<file path="src/rtl/nibble_serial_adder_pkg.sv">
// Shared constants, FSM state type and sizing helper for the nibble-serial adder.
package adder_pkg;

    localparam int unsigned NIBBLE_W = 4;

    typedef enum logic [1:0] {
        IDLE = 2'd0,
        RUN  = 2'd1,
        DONE = 2'd2
    } state_e;

    // Number of 4-bit nibbles needed to cover a WIDTH-bit operand.
    function automatic int unsigned nibbles(input int unsigned width);
        return width / NIBBLE_W;
    endfunction

endpackage

</file>
<file path="src/rtl/nibble_serial_adder_cla.sv">
// Purely combinational 4-bit carry-look-ahead adder slice.
module carry_look_ahead_adder_4bit (
    input  logic [3:0] a,
    input  logic [3:0] b,
    input  logic       Cin,
    output logic [3:0] sum,
    output logic       carry4
);

    logic [3:0] p;
    logic [3:0] g;
    logic [4:0] c;

    // Generate/propagate terms and flattened look-ahead carries.
    always_comb begin
        p    = a ^ b;
        g    = a & b;
        c[0] = Cin;
        c[1] = g[0] | (p[0] & Cin);
        c[2] = g[1] | (p[1] & g[0]) | (p[1] & p[0] & Cin);
        c[3] = g[2] | (p[2] & g[1]) | (p[2] & p[1] & g[0])
             | (p[2] & p[1] & p[0] & Cin);
        c[4] = g[3] | (p[3] & g[2]) | (p[3] & p[2] & g[1])
             | (p[3] & p[2] & p[1] & g[0]) | (p[3] & p[2] & p[1] & p[0] & Cin);
        sum    = p ^ c[3:0];
        carry4 = c[4];
    end

endmodule

</file>
<file path="src/rtl/nibble_serial_adder.sv">
// WIDTH-bit adder that walks the operands one nibble per clock through a
// single 4-bit look-ahead slice, carrying between nibbles in a register.
module nibble_serial_adder
    import adder_pkg::*;
#(
    parameter int unsigned WIDTH = 16
) (
    input  logic             clk,
    input  logic             rst,
    input  logic             start,
    input  logic [WIDTH-1:0] a,
    input  logic [WIDTH-1:0] b,
    input  logic             Cin,
    output logic             busy,
    output logic             done,
    output logic [WIDTH-1:0] sum,
    output logic             carry,
    output logic             overflow
);

    localparam int unsigned N  = nibbles(WIDTH);
    localparam int unsigned KW = (N > 1) ? $clog2(N) : 1;
    localparam logic [KW-1:0] K_LAST = KW'(N - 1);

    // Reject widths that do not split into whole nibbles.
    if ((WIDTH % NIBBLE_W) != 0 || WIDTH < NIBBLE_W) begin : g_width_check
        $error("nibble_serial_adder: WIDTH must be a non-zero multiple of 4");
    end

    state_e state;
    state_e next_state;

    logic [N-1:0][NIBBLE_W-1:0] opa;
    logic [N-1:0][NIBBLE_W-1:0] opb;
    logic [N-1:0][NIBBLE_W-1:0] sum_q;
    logic [KW-1:0]              k;
    logic                       creg;

    logic [NIBBLE_W-1:0] nib_sum;
    logic                nib_c4;
    logic                accept;
    logic                last;

    // A start is taken whenever no add is in flight (IDLE or DONE).
    assign accept = start && (state != RUN);
    assign last   = (k == K_LAST);
    assign sum    = sum_q;

    carry_look_ahead_adder_4bit u_slice (
        .a      (opa[k]),
        .b      (opb[k]),
        .Cin    (creg),
        .sum    (nib_sum),
        .carry4 (nib_c4)
    );

    // State register.
    always_ff @(posedge clk or posedge rst) begin
        if (rst) begin
            state <= IDLE;
        end else begin
            state <= next_state;
        end
    end

    // Next-state logic; DONE chains straight into RUN on a new start.
    always_comb begin
        next_state = state;
        case (state)
            IDLE:    if (start) next_state = RUN;
            RUN:     if (last)  next_state = DONE;
            DONE:    next_state = start ? RUN : IDLE;
            default: next_state = IDLE;
        endcase
    end

    // Status flags registered from the upcoming state.
    always_ff @(posedge clk or posedge rst) begin
        if (rst) begin
            busy <= 1'b0;
            done <= 1'b0;
        end else begin
            busy <= (next_state == RUN);
            done <= (next_state == DONE);
        end
    end

    // Operand capture, per-nibble accumulation and final flag update.
    always_ff @(posedge clk or posedge rst) begin
        if (rst) begin
            opa      <= '0;
            opb      <= '0;
            sum_q    <= '0;
            k        <= '0;
            creg     <= 1'b0;
            carry    <= 1'b0;
            overflow <= 1'b0;
        end else if (accept) begin
            opa   <= a;
            opb   <= b;
            sum_q <= '0;
            k     <= '0;
            creg  <= Cin;
        end else if (state == RUN) begin
            sum_q[k] <= nib_sum;
            creg     <= nib_c4;
            if (last) begin
                carry    <= nib_c4;
                overflow <= (opa[N-1][NIBBLE_W-1] == opb[N-1][NIBBLE_W-1])
                         && (nib_sum[NIBBLE_W-1] != opa[N-1][NIBBLE_W-1]);
            end else begin
                k <= k + KW'(1);
            end
        end
    end

endmodule

</file>
<file path="config.mk">
export PLATFORM = sky130hd
export DESIGN_NAME = nibble_serial_adder
export DESIGN_NICKNAME = d
export VERILOG_FILES = /design/src/rtl/nibble_serial_adder_pkg.sv /design/src/rtl/nibble_serial_adder_cla.sv /design/src/rtl/nibble_serial_adder.sv
export SDC_FILE = /design/constraint.sdc
export NUM_CORES = 1
export LEC_CHECK = 0
export ABC_AREA = 1
export CORE_MARGIN = 10
export CORE_UTILIZATION = 30
export CTS_CLUSTER_SIZE = 14
export DETAILED_ROUTE_END_ITERATION = 6
export HOLD_SLACK_MARGIN = 0.05
export PLACE_DENSITY = 0.59
export SYNTH_ARGS = -nofsm -noshare
export SYNTH_HDL_FRONTEND = slang
export SYNTH_SLANG_ARGS = --single-unit
</file>
<file path="constraint.sdc">
create_clock -name clk -period 5.62 [get_ports clk]
set_input_delay 0.562 -clock clk [delete_from_list [all_inputs] [get_ports clk]]
set_output_delay 0.562 -clock clk [all_outputs]
set_load 0.03 [all_outputs]
</file>
==> flow_summary.json <==
{
  "worstSetupStartpoint": "k[0]",
  "start_util_pct": 30.45,
  "finalHoldViolCount": 0,
  "ctsResizeCount": 0,
  "fp.dieH_um": 113.6,
  "grt_overflow": 0,
  "tns_ns": 0,
  "syn_to_final_growth_pct": 30.88,
  "ctsHtreeMaxLevel": 3,
  "nets": 416,
  "antenna_cells": 0,
  "drv_cap": 0,
  "relSlewSlack_pct": 51.50,
  "grt_max_degree": 58,
  "ff_latch_area_mm2": 0.001426,
  "outcome": "finished clean",
  "peakVddDrop_mv": 0.1974,
  "cp_slowest_stage_delay_ns": 0.68,
  "cp_cell_sequence": "inv_1 > o21ai_0 > o22ai_1 > ha_1 > a21oi_1 > nand2_1 > or2_2 > nand2_1 > o21ai_0",
  "synth_cells": 313,
  "clock-sinks": 57,
  "grt_util_all_layers_pct": 10.02,
  "cp_data_arrival_time_ns": 2.87,
  "grt_pass1_vias": 2221,
  "clock.fmax_mhz": 376.4,
  "hp-class": "reg2reg",
  "die_area_mm2": 0.01291,
  "drc_errors": 0,
  "synth-compound-area-share_pct": 9.610,
  "clockBufferDepth": 2,
  "synth_area_mm2": 0.002630,
  "path_class": "reg2reg",
  "critPathBufInv": 1,
  "p_leak_nw": 1.706,
  "synth_fa_ha_area_share_pct": 5.043,
  "drive_gt1_share_pct": 7.200,
  "rrSetupSlack_ns": 2.96,
  "synth.ff_latch_count": 57,
  "syn_avg_cell_area_um2": 8.403,
  "cts_hold_buf": 0,
  "fp.coreArea_mm2": 0.008636,
  "via_count": 2156,
  "slew_viol_final": 0,
  "synthMuxAreaShare_pct": 0,
  "drt_iter0_markers": 149,
  "rsz0062_at_grt": "no",
  "cp.depth": 9,
  "startpoint_type": "flip-flop",
  "die_x_um": 113.6,
  "synthDistinctLibCells": 21,
  "r2r_end": "sum[2]",
  "numCtsBuffers": 9,
  "power.total_w": 0.002196,
  "fin_cells": 483,
  "drt_wl_total_um": 6350,
  "cp_slowest_cell": "dfrtp_1",
  "cts_setup_buffers": 0,
  "layout_common_cells": "137 x nand2_1, 57 x dfrtp_1, 55 x clkdlybuf4s50_1, 34 x o21ai_0, 16 x nor2_1",
  "dp_cells": 467,
  "yosysWarnings": 0,
  "io_pins": 56,
  "num_rows": 34,
  "place_ws_ns": 2.970,
  "hpwl_um": 4767,
  "root_buffer": "clkbuf_8",
  "syn_nets": 359,
  "crit_family": "flip-flops",
  "clk-insertion-delay-late_ns": 0.34,
  "gp_congestion": 0.8085,
  "fill_cells": 867,
  "ant_nets": 0,
  "worst_setup_path_end_kind": "flip-flop",
  "portBuffers": 55,
  "antenna_found_initial": 0,
  "fin_crit_ns": 2.657,
  "cp.required_ns": 5.83,
  "setup_violations": 0,
  "wl_per_cell_um": 13.15,
  "dr.pass1.iters": 4,
  "multiInputGateArea_mm2": 0.001077,
  "layout_setup_ws_ns": 2.963,
  "p_per_area_mw_per_mm2": 638.0,
  "synth_xor_area_share_pct": 0.3330,
  "cp_max_fo": 21,
  "tightest_slew_ns": 0.7275,
  "reg2reg_depth": 9,
  "tritoncts": "yes",
  "clkSlewWorstSetupHoldPaths_ns": 0.06,
  "timing.final.crit_share_pct": 47.27,
  "vias_per_cell": 4.464,
  "yosysSeqAreaShare_pct": 54.23,
  "crit_end": "sum[2]",
  "r2r_start": "k[0]",
  "yosys.area_share.simple_pct": 25.98,
  "final_common_cell": "nand2_1",
  "grt_pass1_wl_um": 10560,
  "synth_top_family_by_area": "simple AND/OR/NAND/NOR gates",
  "finalClockSkew_ns": 0.005165
}
[metrics by stage]
step | util, % | area [µm²] | hold slack [ns]
CTS | 39.86 | 3442 | 0.4799
global route | 39.86 | 3442 | 0.4987
detailed placement | 37.84 | 3268 | 0.4649
finish | 39.86 | 3442 | 0.4758
floorplan | - | 2630 | 0.4366
global placement | 37.84 | 3268 | 0.4589
[state kept, by name, indices dropped and copies added (netlist names), 2 cells and up]
name,flops
state,2
opa,16
k,2
opb,16
sum,16
[power breakdown]
| part | leakage [nW] | switching [W] | total (W) | internal, W |
|---|---|---|---|---|
| Sequential | 0.719 | 0.000137 | 0.000733 | 0.000596 |
| Clock | 0.0932 | 0.000153 | 0.000335 | 0.000182 |
| Combinational | 0.894 | 0.000717 | 0.00113 | 0.000411 |
| Total | 1.71 | 0.00101 | 0.00220 | 0.00119 |
[cells in the mapped netlist, drive strengths merged]
cell type	n	area share [%]
buf	8	1.8
o22ai	8	1.9
nand2	138	20
ha	9	4.3
clkbuf	2	0.29
o211ai	1	0.29
a21oi	2	0.38
or2	1	0.24
o21ai	37	7.0
fa	1	0.76
dfrtp	57	54
xnor2	1	0.33
inv	19	2.7
nor2	19	4.0
nand3	10	1.9
[tightest hold or removal path: stages (launching register included)]
cell and delay (ns):
dfrtp_1 0.34, nand2_1 0.06, nand2_1 0.05
[how the worst min path moves through the flow]
stage               startpoint       to  depth (start not counted)
finish                  opa[5]   opa[5]                          2
global route           opa[13]  opa[13]                          2
CTS                     opa[5]   opa[5]                          2
detailed placement      opa[5]   opa[5]                          2
global placement        opa[5]   opa[5]                          2
floorplan              opa[10]  opa[10]                          2
[logic make-up (layout without fill, tap and decap cells)]
kind of cell,count (synthesis),count (layout)
AND/OR/NAND/NOR,168,168
XOR/XNOR,1,1
buffers and inverters,29,91
AO/OA/AOI/OAI,48,48
adder cells (fa/ha/maj),10,10
flip-flops,57,57
[area by class of cell]
class	count	area share, %
Inverter	19	2.072
Clock inverter	3	0.4362
Clock buffer	13	4.616
Sequential cell	57	41.44
Tap cell	108	3.926
Multi-Input combinational cell	227	31.30
Timing Repair Buffer	56	16.21
[layer usage]
layer | vias up | wire (µm) | track usage, %
met5 | - | 0 | 0
met4 | 0 | 59 | 3.807
met3 | 6 | 514 | 4.514
met2 | 58 | 2840 | 15.04
met1 | 986 | 2936 | 12.32
li1 | 1106 | - | -
No activity file was read; power rests on OpenSTA's default activity.
==> RTL edit, RTL diff (config.mk and constraints unchanged) <==
Encoding of `state_e`: now one-hot (3 bits for 3 states).
--- a/src/rtl/nibble_serial_adder_pkg.sv
+++ b/src/rtl/nibble_serial_adder_pkg.sv
@@ -4,8 +4,8 @@
     localparam int unsigned NIBBLE_W = 4;
 
-    typedef enum logic [1:0] {
-        IDLE = 2'd0,
-        RUN  = 2'd1,
-        DONE = 2'd2
+    typedef enum logic [2:0] {
+        IDLE = 3'b001,
+        RUN  = 3'b010,
+        DONE = 3'b100
     } state_e;
 
Behaviour: same outputs for any inputs over 10 cycles, from zero or initial values and one cycle with rst high; not proved beyond that.
==> RTL edit against the original RTL <==
Worst hold slack lost 0.0051 ns; sequential power down 19%; sequential cell count grew 1; setup slack better by 0.0032 ns; critical path depth stayed put; cell area is 2.8% higher; utilization grew 0.32 points; final cell count is 1.4% higher; wire length shrank 1.8%; area after synthesis grew 4.2%; total power shrank 29%; critical path type unchanged.
==> RTL edit: results <==
metrics = {
    "route": {
        "wl_per_cell_um": 12.72,
        "dr_total_vias": 2153,
        "first_iter_violations": 69,
        "dr.pass1.iters": 4,
        "routed_wl_um": 6234,
    },
    "placed_design": {
        "hpwlAfterDp_um": 4716,
        "place_area_mm2": 0.003368,
        "numPortBuffers": 55,
        "gp_congestion": 0.7829,
        "dp_cells": 475,
        "place_ws_ns": 2.969,
    },
    "finish": {
        "diodes": 0,
        "multi_input_area_mm2": 0.001129,
        "layout.nets": 424,
        "nFillCells": 935,
        "drive_above_1_share_pct": 9.686,
    },
    "clocking": {
        "numCtsBuffers": 9,
        "worstSkewPairLatency_ns": 0.34,
        "post_cts_resize_count": 0,
        "clock_path_buffers": 2,
        "clk_pin_slew_ns": 0.06,
        "h-tree-depth": 3,
        "cts_root_buffer": "clkbuf_8",
        "post_cts_buffers": 0,
    },
    "yosys": {
        "synth_top_cells_by_count": "135 x nand2_1, 57 x dfrtp_1, 27 x o21ai_0",
        "synthDistinctLibCells": 26,
        "ys_seq_area_share_pct": 52.99,
        "yosys-top-cells-area": "dfrtp_1 52%, nand2_1 18%, o21ai_0 4.9%",
        "synth_cells": 321,
        "synthArstFlopShare_pct": 100.0,
        "synth.yosys.warnings": 0,
        "synthesis.nets": 367,
    },
    "pwr": {
        "power.share.clock_pct": 21.3,
        "ir_drop_v": 0.0001739,
        "p_leak_nw": 1.761,
        "powerComb_mw": 0.642,
        "power_density_mw_per_mm2": 443.2,
        "switching_power_mw": 0.6393,
    },
    "global_route": {
        "grt_usage_pct": 10.29,
        "grt_pass1_wl_um": 10900,
        "grt_pass1_vias": 2276,
        "antenna_found_initial": 0,
        "grt_max_degree": 59,
    },
    "run_status": {
        "status": "completed",
    },
    "timing": {
        "worst_pin_slew_ns": 0.7139,
        "finClkSkew_ns": 0.005335,
    },
    "worst_setup_path": {
        "arrival_ns": 2.87,
        "cp_max_fo": 21,
    },
    "min_path": {
        "hold_path.class": "flop to flop",
    },
}
[RTL edit: worst max-delay path: stages (launching register included)]
cell and delay [ns]:
dfrtp_1 0.69, inv_1 0.38, o21ai_0 0.27, o22ai_1 0.17
ha_1 0.35, nand3_1 0.09, nand2_1 0.07, or2_2 0.27
nand2_1 0.14, o21ai_0 0.10
[RTL edit: path summary, 6_finish.rpt]
| kind | from | end | slack (ns) | cells after the start |
|---|---|---|---|---|
| setup / recovery | k[0] | sum[6] | 2.97 | 9 |
| hold / removal | opb[8] | opb[8] | 0.47 | 2 |
| setup reg to reg | k[0] | sum[6] | 2.97 | 9 |
| hold reg to reg | opb[8] | opb[8] | 0.47 | 2 |
| max in group asynchronous | rst | opa[11] | 4.41 | 3 |
| min in group asynchronous | rst | sum[11] | 0.73 | 3 |
[RTL edit: logic make-up (layout without fill, tap and decap cells)]
group | count (synthesis) | after routing | share of synthesized area (%)
AO/OA/AOI/OAI | 45 | 45 | 8.718
XOR/XNOR | 1 | 1 | 0.3195
adder cells (fa/ha/maj) | 10 | 10 | 4.838
buffers and inverters | 31 | 92 | 5.842
flip-flops | 58 | 58 | 52.99
AND/OR/NAND/NOR | 176 | 176 | 27.29
[RTL edit: metal layers]
layer	part of all wire [%]	track usage, %
met2	45	15.68
met1	47	12.45
met5	0	0
met3	6.9	5.116
met4	1.2	3.294
[RTL edit: cell type report]
| type | instances | share of cell area, % |
|---|---|---|
| tap | 108 | 3.819 |
| timing repair buffer | 56 | 15.77 |
| clock inverter | 3 | 0.4243 |
| clock buffer | 12 | 4.385 |
| multi-input combinational | 232 | 31.90 |
| sequential | 58 | 41.05 |
| inverter | 21 | 2.652 |
